<file path="src/rtl/twos_comp_pipe.sv">
// twos_comp_pipe
//   Pipelined two's-complement unit (pass / negate / abs / ones-complement).
//   The +1 carry ripples through one CHUNK of the result per pipeline stage,
//   so the critical path stays at one CHUNK-bit add no matter how wide WIDTH is.
//   Latency is STAGES = ceil(WIDTH/CHUNK) cycles. The unit has valid/ready flow
//   control with a global stall: every stage holds while a result waits for the
//   consumer.
//
// Ports
//   clk        in   1      rising-edge clock
//   rst_n      in   1      asynchronous active-low reset
//   in_valid   in   1      operand valid
//   in_ready   out  1      operand accepted this cycle when in_valid is high
//   in_mode    in   2      00 pass, 01 negate, 10 abs, 11 ones-complement
//   in_data    in   WIDTH  operand (two's complement)
//   in_tag     in   TAG_W  sideband, returned unchanged with the result
//   out_valid  out  1      result valid
//   out_ready  in   1      consumer takes the result
//   out_data   out  WIDTH  result
//   out_tag    out  TAG_W  tag belonging to out_data
//   out_ovf    out  1      negate/abs of the most negative value (result wraps)

module twos_comp_pipe #(
  parameter int WIDTH = 16,
  parameter int CHUNK = 4,
  parameter int TAG_W = 4
) (
  input  logic             clk,
  input  logic             rst_n,
  input  logic             in_valid,
  output logic             in_ready,
  input  logic [1:0]       in_mode,
  input  logic [WIDTH-1:0] in_data,
  input  logic [TAG_W-1:0] in_tag,
  output logic             out_valid,
  input  logic             out_ready,
  output logic [WIDTH-1:0] out_data,
  output logic [TAG_W-1:0] out_tag,
  output logic             out_ovf
);

  localparam int STAGES = (WIDTH + CHUNK - 1) / CHUNK;
  localparam logic [WIDTH-1:0] MIN_VAL = {1'b1, {(WIDTH-1){1'b0}}};

  logic                advance;
  logic [STAGES-1:0]   valid_q;
  logic [WIDTH-1:0]    data_q [STAGES];
  logic [WIDTH-1:0]    data_d [STAGES];
  logic [STAGES-1:0]   carry_q;
  logic [STAGES-1:0]   carry_d;
  logic [TAG_W-1:0]    tag_q [STAGES];
  logic [STAGES-1:0]   ovf_q;

  // Mode decode: the whole operand is inverted up front, and the +1 needed
  // for negation enters as the carry into chunk 0.
  logic             inv;
  logic             cin0;
  logic             ovf0;
  logic [WIDTH-1:0] operand;

  assign inv     = (in_mode == 2'b01) | ((in_mode == 2'b10) & in_data[WIDTH-1]) |
                   (in_mode == 2'b11);
  assign cin0    = inv & (in_mode != 2'b11);
  assign ovf0    = (in_data == MIN_VAL) & ((in_mode == 2'b01) | (in_mode == 2'b10));
  assign operand = in_data ^ {WIDTH{inv}};

  // Stage k resolves bits [LO +: CW]; the bits above travel along untouched
  // (already inverted) until their own stage adds the incoming carry.
  for (genvar k = 0; k < STAGES; k++) begin : g_stage
    localparam int LO = k * CHUNK;
    localparam int CW = ((WIDTH - LO) < CHUNK) ? (WIDTH - LO) : CHUNK;
    localparam logic [WIDTH-1:0] MASK = ((WIDTH'(1) << CW) - WIDTH'(1)) << LO;

    logic [WIDTH-1:0] src;
    logic             cin;
    logic [CW:0]      sum;

    if (k == 0) begin : g_first
      assign src = operand;
      assign cin = cin0;
    end else begin : g_next
      assign src = data_q[k-1];
      assign cin = carry_q[k-1];
    end

    assign sum        = {1'b0, src[LO +: CW]} + {{CW{1'b0}}, cin};
    assign data_d[k]  = (src & ~MASK) | (WIDTH'(sum[CW-1:0]) << LO);
    assign carry_d[k] = sum[CW];
  end

  // Global stall: the pipeline only moves when the output slot is free or
  // being drained this cycle.
  assign advance  = ~out_valid | out_ready;
  assign in_ready = advance;

  always_ff @(posedge clk or negedge rst_n) begin
    if (!rst_n) begin
      valid_q <= '0;
      carry_q <= '0;
      ovf_q   <= '0;
      for (int k = 0; k < STAGES; k++) begin
        data_q[k] <= '0;
        tag_q[k]  <= '0;
      end
    end else if (advance) begin
      valid_q[0] <= in_valid;
      tag_q[0]   <= in_tag;
      ovf_q[0]   <= ovf0;
      carry_q    <= carry_d;
      for (int k = 0; k < STAGES; k++) begin
        data_q[k] <= data_d[k];
      end
      for (int k = 1; k < STAGES; k++) begin
        valid_q[k] <= valid_q[k-1];
        tag_q[k]   <= tag_q[k-1];
        ovf_q[k]   <= ovf_q[k-1];
      end
    end
  end

  // Carry out of the top chunk is dropped: results are modulo 2^WIDTH.
  logic unused_carry;
  assign unused_carry = carry_q[STAGES-1];

  assign out_valid = valid_q[STAGES-1];
  assign out_data  = data_q[STAGES-1];
  assign out_tag   = tag_q[STAGES-1];
  assign out_ovf   = ovf_q[STAGES-1];

endmodule
</file>
<file path="config.mk">
export PLATFORM = sky130hd
export DESIGN_NAME = twos_comp_pipe
export DESIGN_NICKNAME = d
export VERILOG_FILES = /design/src/rtl/twos_comp_pipe.sv
export SDC_FILE = /design/constraint.sdc
export NUM_CORES = 1
export LEC_CHECK = 0
export ABC_AREA = 1
export CAP_MARGIN = 40
export CELL_PAD_IN_SITES_DETAIL_PLACEMENT = 2
export CELL_PAD_IN_SITES_GLOBAL_PLACEMENT = 2
export CORE_ASPECT_RATIO = 0.5
export CORE_MARGIN = 2
export CORE_UTILIZATION = 37
export DETAILED_ROUTE_END_ITERATION = 8
export PLACE_DENSITY = 0.83
export RECOVER_POWER = 100
export SLEW_MARGIN = 20
export SYNTH_ARGS = -nofsm -noshare
export SYNTH_HDL_FRONTEND = slang
export SYNTH_SLANG_ARGS = --single-unit
export TNS_END_PERCENT = 5
</file>
<file path="constraint.sdc">
create_clock -name clk -period 1.92 [get_ports clk]
set_input_delay 0.384 -clock clk [delete_from_list [all_inputs] [get_ports clk]]
set_output_delay 0.384 -clock clk [all_outputs]
set_load 0.01 [all_outputs]
</file>
==> results.tsv <==
stage	metric	value	unit
run	max cap viols	0	
route	post-route ant nets	0	
timing	Worst Skew	4.19	ps
worst_setup_path	Reg-to-Reg Start	valid_q[3]	
yosys	Synth cell types	29	
floorplan	die area	0.0115	sq mm
worst_setup_path	worst setup path startpoint	valid_q[3]	
placed_design	GP Congestion	0.714	
clock_network	Worst-Skew Late Latency	340	ps
pwr	Peak VDD IR	414	uV
timing	Worst slew margin	46.0	%
route	TritonRoute pass-1 iters	4	
pwr	Pwr Total	6.80	mW
timing	Fmax achieved	573	MHz
yosys	ys async rst share	100	%
worst_setup_path	Critical Path End Type	primary output	
final_layout	P&R area growth vs syn	23.8	%
timing	Final setup viols	0	
worst_setup_path	critical path arrival	1360	ps
route	WL final	9.96	mm
run_status	status	finished clean	
final_layout	sequential cell area	0.00228	sq mm
floorplan	Die Height	76.8	um
yosys	Synth Area in Compound Gates	7.82	%
yosys	Post-Syn Instances	429	
route	Post-route DRC	0	
pwr	Lkg Pwr	2.40	nW
yosys	Mapped Nets	466	
final_layout	area of the multi-input gates	0.00139	sq mm
floorplan	Die Width	150	um
route	met2 wire len	4.90	mm
route	routed len/inst	16.0	um
final_layout	antenna cells	0	
timing	crit share post-route	90.9	%
route	wire length on met1	4.72	mm
clock_network	CTS clock-pin slew for the worst setup and hold paths	60	ps
worst_setup_path	worst-path fanout max	2	
route	met3 wire length	244	um
timing	final hold viol count	0	
timing	minimum clock period	1740	ps
final_layout	share of layout cells above drive strength 1	7.87	%
clock_network	root buffer cell	clkbuf_16	
floorplan	row count	26	
yosys	Synth Area in Adders	3.51	%
grt	largest net degree at the start of global routing	105	
worst_setup_path	CP top delay family	buffers and inverters	
route	vias per cell	4.75	
floorplan	I/O Pins	49	
placed_design	DP Wirelength	6.78	mm
grt	vias in the first global route	3312	
yosys	mux cell area share after synthesis	0	%
yosys	Yosys warnings	0	
route	Top Metal Used	met4	
clock_network	TritonCTS clock tree	yes	
timing	RSZ-0062 raised after global routing	no	
yosys	Synth Cell Area	0.00392	sq mm
placed_design	placed cells	606	
floorplan	Core Area	0.0102	sq mm
final_layout	Post-Layout Cell Count	623	
yosys	Post-synth EDFFs	0	
grt	first-pass GRT wire length	17.0	mm
grt	GR Util All Layers	19.4	%
worst_setup_path	Critical path buffers and inverters	1	
yosys	flops & latches, synth	91	
yosys	largest family of logic cells by synthesized area	simple AND/OR/NAND/NOR gates	
yosys	simple-gate share of the synthesized area	19.9	%
yosys	top_reg_cell synth	dfrtp_1	
final_layout	FILL cells	1112	
worst_setup_path	crit path cell chain	dlygate4sd3_1	
clock_network	Max clock buf depth	2	
clock_network	H-tree depth	3	
min_path	worst min path class	reg2reg	
yosys	sequential share of the synthesized area	58.1	%
worst_setup_path	Critical Path RT	1540	ps
pwr	Pwr per Cell Area	1400	mW/mm^2
clock_network	Num Clock Sinks	91	
grt	Congestion Overflow GR	0	
grt	antenna violations before repair	0	
route	vias	2960	
route	DRT iter0 DRCs	154	
timing	Slew Limit Fails	0	
worst_setup_path	slowest cell delay on critical path	630	ps
yosys	Mean Syn Cell Area	9.13	sq um
worst_setup_path	Startpoint Class	flip-flop	
worst_setup_path	Slowest cell on crit path	dlygate4sd3_1	
floorplan	Initial Utilization	38.2	%
min_path	Hold Startpoint	valid_q[2]	
placed_design	count of buffers from port buffering	48	
final_layout	Nets	515	
worst_setup_path	WS Path Type	reg2out	
timing	Slew @ Worst Pin	810	ps
clock_network	CTS Buf Count	9	
yosys	Synth Area in XOR/XNOR	3.80	%
==> layout make-up <==
class | count | share of cell area [%]
clock inverters | 2 | 0.206
flip-flops and latches | 91 | 46.9
repair buffers | 62 | 12.6
multi-input cells | 280 | 28.6
well taps | 140 | 3.61
inverters | 34 | 2.63
clock buffers | 14 | 5.44
==> cell families after synthesis <==
family                     Yosys count
xor gates and xnor gates            17
buffers and inverters               58
AOI/OAI and AO/OA                   59
and+or+nand+nor                    193
DFF                                 91
adders and majority gates           11
==> where the power goes <==
part / leakage (nW) / internal [mW] / switching [mW]
sequential: 1.13 / 2.71 / 0.437
combinational: 1.14 / 0.802 / 1.21
clock: 0.137 / 0.945 / 0.696
total: 2.40 / 4.45 / 2.35
==> per-layer routing <==
| layer | track usage [%] | vias to the layer above |
|---|---|---|
| met3 | 4.40 | 8 |
| li1 | - | 1441 |
| met4 | 5.14 | 0 |
| met2 | 33.3 | 43 |
| met5 | 0 | - |
| met1 | 24.7 | 1468 |
==> registers in the layout, indices dropped and copies added, names as in the netlist <==
register / flops
ovf_q: 4
out_data: 16
carry_q: 3
valid_q: 4
tag_q: 12
g_stage.src: 48
out_tag: 4
==> worst reg2reg max path, cell delays in order, from the launching register on <==
cell      delay [ps]
dfrtp_1          390
inv_1            100
nor2_4            50
inv_2             70
buf_4            110
clkbuf_4         410
nand2_1          140
o22ai_1          160
a31oi_1           70
==> cells in the mapped netlist, drive strengths merged (2+ instances only) <==
cell type  number  area, sq um
nand3           9         57.6
clkbuf          6         22.5
o21ai          51          255
a21oi           2         10.0
nor2            6         30.0
xor2           10         87.6
nand4           4         25.0
dfrtp          91         2280
nor4            2         12.5
ha             11          138
buf            18          119
o22ai           3         18.8
xnor2           7         61.3
nand2         170          643
inv            34          128
==> final timing paths <==
check	depth (start not counted)	endpoint	slack, ps
worst max-delay path	1	out_valid	180
max in group asynchronous	3	g_stage[1].src[10]	360
worst min-delay path	1	valid_q[3]	470
worst min register to register	1	valid_q[3]	470
worst max register to register	8	g_stage[3].src[11]	270
min in group asynchronous	2	valid_q[2]	660
==> through the flow <==
| stage | hold slack (ps) | utilization, % | setup slack [ps] | TNS (ps) | instance area, sq um |
|---|---|---|---|---|---|
| after CTS | 480 | 47.5 | 23.2 | 0 | 4870 |
| final | 470 | 47.3 | 175 | 0 | 4850 |
| after global placement | 352 | 44.7 | -259 | -1620 | 4580 |
| after detailed placement | 351 | 44.7 | -418 | -2780 | 4580 |
| after global routing | 501 | 47.3 | 34.8 | 0 | 4850 |
| after floorplan | 88.4 | - | 27.8 | 0 | 3920 |
==> repair_timing <==
action | CTS | global route
hold buffers | 1 | 0
pin swaps | 0 | 2
gates cloned | 0 | 0
endpoints found under the hold margin | 28 | 0
gates resized for setup | 3 | 5
setup endpoints to repair | 2 | 4
setup buffers | 0 | 0
==> cells in the final DEF, fill, tap and decap left out, types with 2 or more instances in the layout <==
cell             count
nand3_1              8
inv_1               32
nand4_1              4
o22ai_1              3
clkinv_2             2
clkbuf_2             3
inv_2                2
nand2_2              2
ha_2                 2
ha_1                 9
clkbuf_8             2
buf_12               2
xor2_1              10
nand2_1            168
dfrtp_1             91
dlymetal6s2s_1       2
dlygate4sd3_1       23
xnor2_1              7
nor4_1               2
nor2_1               5
clkbuf_16            9
buf_4                7
o21ai_0             51
clkdlybuf4s50_1     22
clkbuf_1             3
Power figures use the tool's default switching activity.
